===== src/rtl/sram_like_arbiter.sv =====
// -----------------------------------------------------------------------------
// sram_like_arbiter
//
// N-channel arbiter between sram-like master ports (fetch, data, walkers,
// refills, ...) and a single shared sram-like slave port. Each accepted
// request is tagged with its channel index on s_id; responses are routed
// back to the channel named by s_rid. Per channel the block tracks the
// number of outstanding requests (bounded by MAX_OUTST) and, after a
// cancel, the number of in-flight responses that must be swallowed.
//
// Parameters
//   NCH       number of master channels (1..16)
//   AW, DW    address / data width
//   IDW       slave ID width, 2**IDW >= NCH
//   MAX_OUTST outstanding request limit per channel (1..15)
//   RR        1 = round-robin, 0 = fixed priority (channel 0 highest)
//
// Ports
//   clk, resetn         clock, asynchronous active-low reset
//   m_req/m_wr/m_size/m_wstrb/m_addr/m_wdata
//                       per-channel request fields, flattened, channel i in
//                       slice i of each bus
//   m_cancel            per-channel flush pulse
//   m_addr_ok           per-channel request accepted this cycle
//   m_data_ok           per-channel response delivered this cycle
//   m_rdata             slave read data, broadcast to all channels
//   m_busy              channel has outstanding requests
//   s_req .. s_id       request towards the slave, taken from the granted
//                       channel (all zero when nothing is granted)
//   s_addr_ok           slave accepted the request
//   s_data_ok/s_rid/s_rdata
//                       slave response and the channel it belongs to
// -----------------------------------------------------------------------------
module sram_like_arbiter #(
   parameter int NCH       = 2,
   parameter int AW        = 32,
   parameter int DW        = 32,
   parameter int IDW       = 4,
   parameter int MAX_OUTST = 4,
   parameter int RR        = 1
) (
   input  logic                clk,
   input  logic                resetn,
   // master side
   input  logic [NCH-1:0]      m_req,
   input  logic [NCH-1:0]      m_wr,
   input  logic [2*NCH-1:0]    m_size,
   input  logic [4*NCH-1:0]    m_wstrb,
   input  logic [AW*NCH-1:0]   m_addr,
   input  logic [DW*NCH-1:0]   m_wdata,
   input  logic [NCH-1:0]      m_cancel,
   output logic [NCH-1:0]      m_addr_ok,
   output logic [NCH-1:0]      m_data_ok,
   output logic [DW-1:0]       m_rdata,
   output logic [NCH-1:0]      m_busy,
   // slave side
   output logic                s_req,
   output logic                s_wr,
   output logic [1:0]          s_size,
   output logic [3:0]          s_wstrb,
   output logic [AW-1:0]       s_addr,
   output logic [DW-1:0]       s_wdata,
   output logic [IDW-1:0]      s_id,
   input  logic                s_addr_ok,
   input  logic                s_data_ok,
   input  logic [IDW-1:0]      s_rid,
   input  logic [DW-1:0]       s_rdata
);

   localparam int          PW      = (NCH > 1) ? $clog2(NCH) : 1;
   localparam logic [3:0]  CNT_MAX = 4'(MAX_OUTST);

   // per-channel tracking state
   logic [3:0]     outst     [NCH];
   logic [3:0]     disc      [NCH];
   logic [3:0]     outst_nxt [NCH];
   logic [3:0]     disc_nxt  [NCH];
   logic [PW-1:0]  ptr;
   logic [PW-1:0]  ptr_nxt;

   // request path
   logic [NCH-1:0] eligible;
   logic [NCH-1:0] grant;
   logic [NCH-1:0] accept;
   logic [PW-1:0]  gnt_idx;
   logic           gnt_found;

   // response path
   logic [NCH-1:0] resp_vec;

   // --------------------------------------------------------------------------
   // Eligibility: a cancelling or full channel never competes.
   // --------------------------------------------------------------------------
   always_comb begin
      eligible = '0;
      for (int unsigned i = 0; i < NCH; i++) begin
         eligible[i] = m_req[i] & ~m_cancel[i] & (outst[i] < CNT_MAX);
      end
   end

   // --------------------------------------------------------------------------
   // Grant: walk channels starting at ptr (round-robin) or at 0 (fixed
   // priority); the first eligible one wins. The search position is wrapped
   // by a conditional subtract instead of a modulo.
   // --------------------------------------------------------------------------
   always_comb begin
      int unsigned pos;
      grant     = '0;
      gnt_idx   = '0;
      gnt_found = 1'b0;
      pos       = 0;
      for (int unsigned off = 0; off < NCH; off++) begin
         if (RR != 0) begin
            pos = 32'(ptr) + off;
         end else begin
            pos = off;
         end
         if (pos >= NCH) begin
            pos = pos - NCH;
         end
         for (int unsigned i = 0; i < NCH; i++) begin
            if (!gnt_found && (i == pos) && eligible[i]) begin
               gnt_found = 1'b1;
               grant[i]  = 1'b1;
               gnt_idx   = PW'(i);
            end
         end
      end
   end

   // --------------------------------------------------------------------------
   // Slave request mux, driven from the one-hot grant; all zero when idle.
   // --------------------------------------------------------------------------
   always_comb begin
      s_wr    = 1'b0;
      s_size  = '0;
      s_wstrb = '0;
      s_addr  = '0;
      s_wdata = '0;
      s_id    = '0;
      for (int unsigned i = 0; i < NCH; i++) begin
         if (grant[i]) begin
            s_wr    = m_wr[i];
            s_size  = m_size[2*i +: 2];
            s_wstrb = m_wstrb[4*i +: 4];
            s_addr  = m_addr[AW*i +: AW];
            s_wdata = m_wdata[DW*i +: DW];
            s_id    = IDW'(i);
         end
      end
   end

   assign s_req     = |eligible;
   assign accept    = grant & {NCH{s_addr_ok}};
   assign m_addr_ok = accept;

   // --------------------------------------------------------------------------
   // Response routing. An s_rid outside 0..NCH-1 matches no channel and is
   // therefore ignored. A response is swallowed while discards are pending
   // or while the channel is cancelling in the same cycle.
   // --------------------------------------------------------------------------
   always_comb begin
      resp_vec  = '0;
      m_data_ok = '0;
      m_busy    = '0;
      for (int unsigned i = 0; i < NCH; i++) begin
         resp_vec[i]  = s_data_ok & (s_rid == IDW'(i));
         m_data_ok[i] = resp_vec[i] & (disc[i] == 4'd0) & ~m_cancel[i];
         m_busy[i]    = (outst[i] != 4'd0);
      end
   end

   assign m_rdata = s_rdata;

   // --------------------------------------------------------------------------
   // Counter next state.
   // A cancel captures everything still in flight, except a response that
   // retires this very cycle (it is swallowed directly by the cancel).
   // --------------------------------------------------------------------------
   always_comb begin
      for (int unsigned i = 0; i < NCH; i++) begin
         outst_nxt[i] = outst[i];
         disc_nxt[i]  = disc[i];
         case ({accept[i], resp_vec[i]})
            2'b10:   outst_nxt[i] = outst[i] + 4'd1;
            2'b01:   outst_nxt[i] = outst[i] - 4'd1;
            default: outst_nxt[i] = outst[i];
         endcase
         if (m_cancel[i]) begin
            disc_nxt[i] = outst[i] - {3'b000, resp_vec[i]};
         end else if (resp_vec[i] && (disc[i] != 4'd0)) begin
            disc_nxt[i] = disc[i] - 4'd1;
         end
      end
   end

   // Priority pointer: moves just past the channel accepted this cycle.
   always_comb begin
      ptr_nxt = ptr;
      if ((RR != 0) && (NCH > 1) && s_addr_ok && gnt_found) begin
         if (gnt_idx == PW'(NCH - 1)) begin
            ptr_nxt = '0;
         end else begin
            ptr_nxt = gnt_idx + PW'(1);
         end
      end
   end

   // --------------------------------------------------------------------------
   // State registers
   // --------------------------------------------------------------------------
   always_ff @(posedge clk or negedge resetn) begin
      if (!resetn) begin
         for (int unsigned i = 0; i < NCH; i++) begin
            outst[i] <= '0;
            disc[i]  <= '0;
         end
         ptr <= '0;
      end else begin
         for (int unsigned i = 0; i < NCH; i++) begin
            outst[i] <= outst_nxt[i];
            disc[i]  <= disc_nxt[i];
         end
         ptr <= ptr_nxt;
      end
   end

endmodule


===== config.mk =====
export PLATFORM = sky130hd
export DESIGN_NAME = sram_like_arbiter
export DESIGN_NICKNAME = d
export VERILOG_FILES = /design/src/rtl/sram_like_arbiter.sv
export SDC_FILE = /design/constraint.sdc
export NUM_CORES = 1
export LEC_CHECK = 0
export CAP_MARGIN = 30
export CORE_AREA = 2 2 116 118
export DETAILED_ROUTE_END_ITERATION = 6
export DIE_AREA = 0 0 118 120
export GPL_TIMING_DRIVEN = 0
export PLACE_DENSITY = 0.6
export SETUP_SLACK_MARGIN = 0.4
export SLEW_MARGIN = 0
export SYNTH_ARGS = -nofsm -noshare
export SYNTH_HDL_FRONTEND = slang
export SYNTH_SLANG_ARGS = --single-unit

===== constraint.sdc =====
create_clock -name clk -period 3.7 [get_ports clk]
set_clock_uncertainty 0.05 [all_clocks]
set_input_delay 1.11 -clock clk [delete_from_list [all_inputs] [get_ports clk]]
set_output_delay 1.11 -clock clk [all_outputs]
set_load 0.02 [all_outputs]

* Word level (Yosys, flattened, before mapping) *
Index checks and enable logic that the tools add are counted.
Widths: inputs -> output; s select.

word-level totals
  register bits = 17
  logic and storage cells = 97
  output and inout port bits = 114
  input port bits = 186

cells by class
  eq/ne operators = 7
  bitwise logic cells = 13
  reductions and logical operators = 27
  add/sub/neg operators = 12
  multiplexer cells = 29
  $lt $le $gt $ge = 4

operators by type and width
  cell                 number
  $mux 32              6
  $eq 1x32->1 const A  2
  $logic_not 32->1     2
  $mux 4               6
  $pmux 4 s2           2
  $reduce_bool 4->1    4
  $sub 4x1->4 const B  4
  $mux 1               13
  $logic_not 4->1      3
  $and 1x1->1          10
  $logic_and 1x1->1    10
  $add 4x1->4 const B  2
  $lt 4x3->1 const B   2
  $reduce_bool 2->1    4
  $sub 4x1->4          2
  $eq 2x1->1 const B   2
  $eq 2x2->1 const B   2
  $eq 4x1->1 const B   1
  $mux 2               2
  $logic_not 1->1      3
  $sub 1x2->3 const B  1
  $sub 2x2->3 const B  1
  $add 1x1->2 const B  1
  $and 2x2->2          1
  5 further kinds      6

* Depth between registers and ports, before layout *
  depth in word-level cells = 20
  depth in mapped cells = 12
  mapped depth without buffers = 11

* Worst setup path after synthesis *
Ideal clock, no wire load.

  kind = input-to-output
  from = input m_cancel[0]
  to = output s_addr[25]
  arrival time = 2.550 ns
  required time = 2.540 ns
  slack = -0.010 ns
  cell stages on the path = 7
  buffers on the path = 3
  cells stage by stage = buf_2 or4b_4 nor2_2 nor2b_1 buf_6 buf_6 a22o_1

between the ends
  word-level cells in the longest chain between the ends = 18
  elaborated cells between the ends (all ways) = 21
  those cells by class = mux: 8; bitwise: 3; reduce/logical: 10

RTL lines
  element                         line  source
  from (decl)                     51    input logic [NCH-1:0] m_cancel,
  $not 1->1 (*)                   97    eligible[i] = m_req[i] & ~m_cancel[i] & (outst[i] < CNT_MAX);
  $and 1x1->1 (*) (2 in a row)    97
  $logic_and 1x1->1               122   if (!gnt_found && (i == pos) && eligible[i]) begin
  $mux 1                          122
  $logic_not 1->1                 122
  $logic_and 1x1->1 (2 in a row)  122
  $mux 1                          122
  $logic_not 1->1                 122
  $logic_and 1x1->1 (2 in a row)  122
  $mux 1                          122
  $logic_not 1->1                 122
  $logic_and 1x1->1 (2 in a row)  122
  $mux 1                          122
  $mux 32 (*)                     142   if (grant[i]) begin
  to (decl)                       61    output logic [AW-1:0] s_addr,

Every way passes the cells marked *; elsewhere a longest branch is shown, timed or not.

* Worst setup path in the final report *
  from = input m_cancel[0]
  to = output s_addr[15]

Same word-level chain as after synthesis.

==> results by stage <==
Timing:
- The worst hold slack across all endpoints is 0.508 ns.
- The worst path setup slack after routing is -0.212 ns.
- Setup repair after global routing could not meet its margin everywhere.
- The count of final hold-check violations was 0.
- The fmax is 0.256 GHz.
- Setup violations remaining at the end of the flow were counted as 70.
- The slew at the pin with the worst max-slew slack is 0.827 ns.
- Of the available clock period, the critical path in the final layout requires 1.06.
- The max-slew headroom at the worst pin is 0.447.
- The count of final max-slew check failures was 0.
- The time the final worst path needs with I/O delays and setup is 3.91 ns.

Drt:
- After detailed routing, the number of remaining DRC violations is 0.
- The wire length after detailed routing is 13,400 um.
- The average routed wire per standard cell is 18.1 um.
- For this block, the via count after detailed routing is 3,206.
- The via density per instance is 4.33.
- Once detail routing completed, the nets flagged for antenna violations numbered 0.
- The first detailed-routing pass ran for 4 iterations.
- The DRC marker count from the first detailed-route iteration is 93.

Clock network:
- The number of clock buffers inserted by TritonCTS is 3.
- The clock passes through at most 2 buffers.
- After clock tree synthesis, the clock-pin slew on the worst setup and hold paths is 0.05 ns.
- The cell at the root of the clock tree is clkbuf_16.
- After clock tree synthesis, the flow added hold-fix buffers numbering 0.
- At the later pin of the worst-skew pair, clock insertion delay measures 0.25 ns.
- The clock tree from TritonCTS is yes.
- CTS built an H-tree with a depth of 1.
- The clock drives 17 sinks.

Outcome:
- The flow ran to the end, but the final reports show violations.
- The checks that failed: setup timing.

Synth:
- The average cell area after synthesis is 9.04 um^2.
- The total standard cell area after synthesis is 2320 um^2.
- Counting flops and latches in the post-synthesis netlist gives 17.
- Of all flip-flops after synthesis, the portion carrying an async set or reset was 1.00.
- The number of enable flip-flop cells after synthesis is 0.
- The number of warnings printed during yosys synthesis is 0.
- Of the synthesized area, sequential elements account for 0.183.
- The cell count after synthesis is 257.
- The distinct cell type count after synthesis is 43.
- The most common flop cell mapped by yosys is dfrtp_1.

Worst setup path:
- The required time of the critical path is 2.54 ns.
- The critical path capture point type is an output pin.
- The worst-path maximum fanout is 5.
- The critical path class is in -> out.
- The worst setup path is launched from a primary input.
- The data arrival time of the worst path is 2.75 ns.

Finish:
- The growth of design area from synthesis to finish is 188%.
- The library cells used most frequently in the layout, excluding fill and tap cells, are clkdlybuf4s50_1 (178), buf_6 (83), a22o_4 (69).
- For this run, the post-layout net count is 763.
- Fill cells in the final layout number 1,187.
- The fraction of layout cells with a size suffix above 1 is 0.470.
- The most common library cell in the layout ignoring fill and taps is clkdlybuf4s50_1.
- The post-route standard cell area excluding fillers is 6680 um^2.
- The diode insertion count for antenna repair is 0.

Floorplanning:
- The area inside the core boundary is 13,000 um^2.
- The standard-cell row count is 42.
- The die extent in y is 120 um.
- Measured along the x axis, the die boundary spans 118 um.
- Pin placement for this block handled 300 I/O pins.
- The overall die area is 14,200 um^2.
- The initial core utilization is 0.179.

GRT:
- For this run, the total global-route usage over all layers was measured as 0.180.
- The initial antenna violation count is 0.
- The maximum number of pins on one net before global-route repair is 18.
- The via count of the first global-routing pass is 3,382.
- The global route total overflow is 0.
- The first-pass GRT wire length is 20,100 um.

Power and ir drop:
- In this run the power density over the cells is 395 nW/um^2.
- The maximum VDD drop is 0.000274 V.
- In this run the static leakage power is 3.11 nW.

Hold path:
- The path class of the tightest hold or removal check is reg -> reg.

Place:
- Summing all placed instances gives a cell area of 5850 um^2.
- The weighted congestion reported at the end of routability-driven placement is 0.821.
- Before CTS, the worst setup slack after placement is -1.04 ns.
- In this run the tool buffered the top-level ports with 262 buffer cells.
- The HPWL reported at the end of detailed placement is 10,300 um.

Flow run:
- Across the run, the number of max-cap violations was 0.
-- per-layer routing --
metal,global-route usage,routed length [um],vias up
met5,0,0,-
met4,0.0377,188,0
met3,0.0513,970,12
met2,0.324,6930,115
met1,0.213,5320,1537
li1,-,-,1542
-- flip-flops by register name, indices dropped and copies added, names as in the netlist --
signal / flops
disc: 8
outst: 8
ptr: 1
-- critical path: stages --
cell     delay (ns)
buf_12         0.10
or4b_4         0.52
nor2_4         0.16
nor2b_4        0.08
buf_12         0.13
buf_16         0.14
buf_12         0.13
a22o_4         0.24
buf_6          0.13
-- worst paths after layout --
| path | start | endpoint | slack (ns) | cells past startpoint |
|---|---|---|---|---|
| worst max-delay path | m_cancel[0] | s_addr[15] | -0.21 | 9 |
| worst min-delay path | outst[0] | outst[0] | 0.51 | 1 |
| worst max register to register | outst[6] | outst[6] | 0.86 | 13 |
| worst min register to register | outst[0] | outst[0] | 0.51 | 1 |
| max in group asynchronous | resetn | disc[2] | 1.80 | 1 |
| min in group asynchronous | resetn | outst[0] | 1.29 | 1 |
-- per-stage QoR --
| step | total power [W] | setup TNS, ns | cells | util |
|---|---|---|---|---|
| after global placement | 0.00209 | -72.65 | 697 | 0.451 |
| after floorplan | 0.00140 | 0 | 259 | - |
| final | 0.00264 | -9.64 | 740 | 0.515 |
| after detailed placement | 0.00210 | -71.04 | 697 | 0.451 |
| after global routing | 0.00280 | -11.89 | 740 | 0.515 |
| after CTS | 0.00264 | -10.43 | 734 | 0.508 |
-- repair_timing --
item	4_1_cts	5_1_grt
pin swaps	27	7
setup buffers	23	6
cloned	10	0
endpoints found under the setup margin	80	78
resized for setup	524	11
-- synthesized netlist by cell type, types with 2 or more instances --
cell	number	share of area
o21a_1	2	0.0065
or4_1	2	0.0065
buf_4	42	0.14
nor3b_1	2	0.0065
nor3_1	2	0.0043
mux2i_1	8	0.034
xor2_1	9	0.034
nor4b_2	2	0.013
nand3b_1	2	0.0065
buf_6	8	0.039
clkbuf_1	4	0.0065
inv_1	11	0.018
a21oi_1	5	0.011
mux2_2	2	0.0097
nor4bb_1	2	0.0086
a22o_1	72	0.27
buf_2	2	0.0043
nand2_1	10	0.016
dfrtp_1	17	0.18
ha_1	12	0.065
xnor2_1	7	0.026
nor2_1	6	0.0097
o21ai_0	3	0.0065
nor2b_1	5	0.013
nand3_1	2	0.0043
-- layout make-up --
| cell class | count | area, um^2 | area share |
|---|---|---|---|
| plain buffers | 56 | 539 | 0.0807 |
| clock buffers | 4 | 78.8 | 0.0118 |
| inverters | 11 | 41.3 | 0.00618 |
| multi-input cells | 175 | 2140 | 0.321 |
| flip-flops and latches | 17 | 425 | 0.0637 |
| well taps | 176 | 220 | 0.0330 |
| repair buffers | 301 | 3230 | 0.484 |
-- logic make-up (layout without fill, tap and decap cells) --
family / after synthesis / count (layout) / share of synthesized area
adder cells (fa/ha/maj): 12 / 12 / 0.0647
buffers and inverters: 67 / 372 / 0.203
multiplexers: 10 / 10 / 0.0442
other: 1 / 3 / 0.00161
AO/OA/AOI/OAI: 90 / 90 / 0.323
flip-flops: 17 / 17 / 0.183
XOR/XNOR: 16 / 16 / 0.0603
AND/OR/NAND/NOR: 44 / 44 / 0.120
-- power by group --
| part | total (W) | switching [W] | internal (W) |
|---|---|---|---|
| Sequential | 0.000363 | 0.0000914 | 0.000271 |
| Combinational | 0.00205 | 0.000883 | 0.00117 |
| Clock | 0.000222 | 0.0000752 | 0.000147 |
Note: power is estimated with default switching activity, not from simulation.
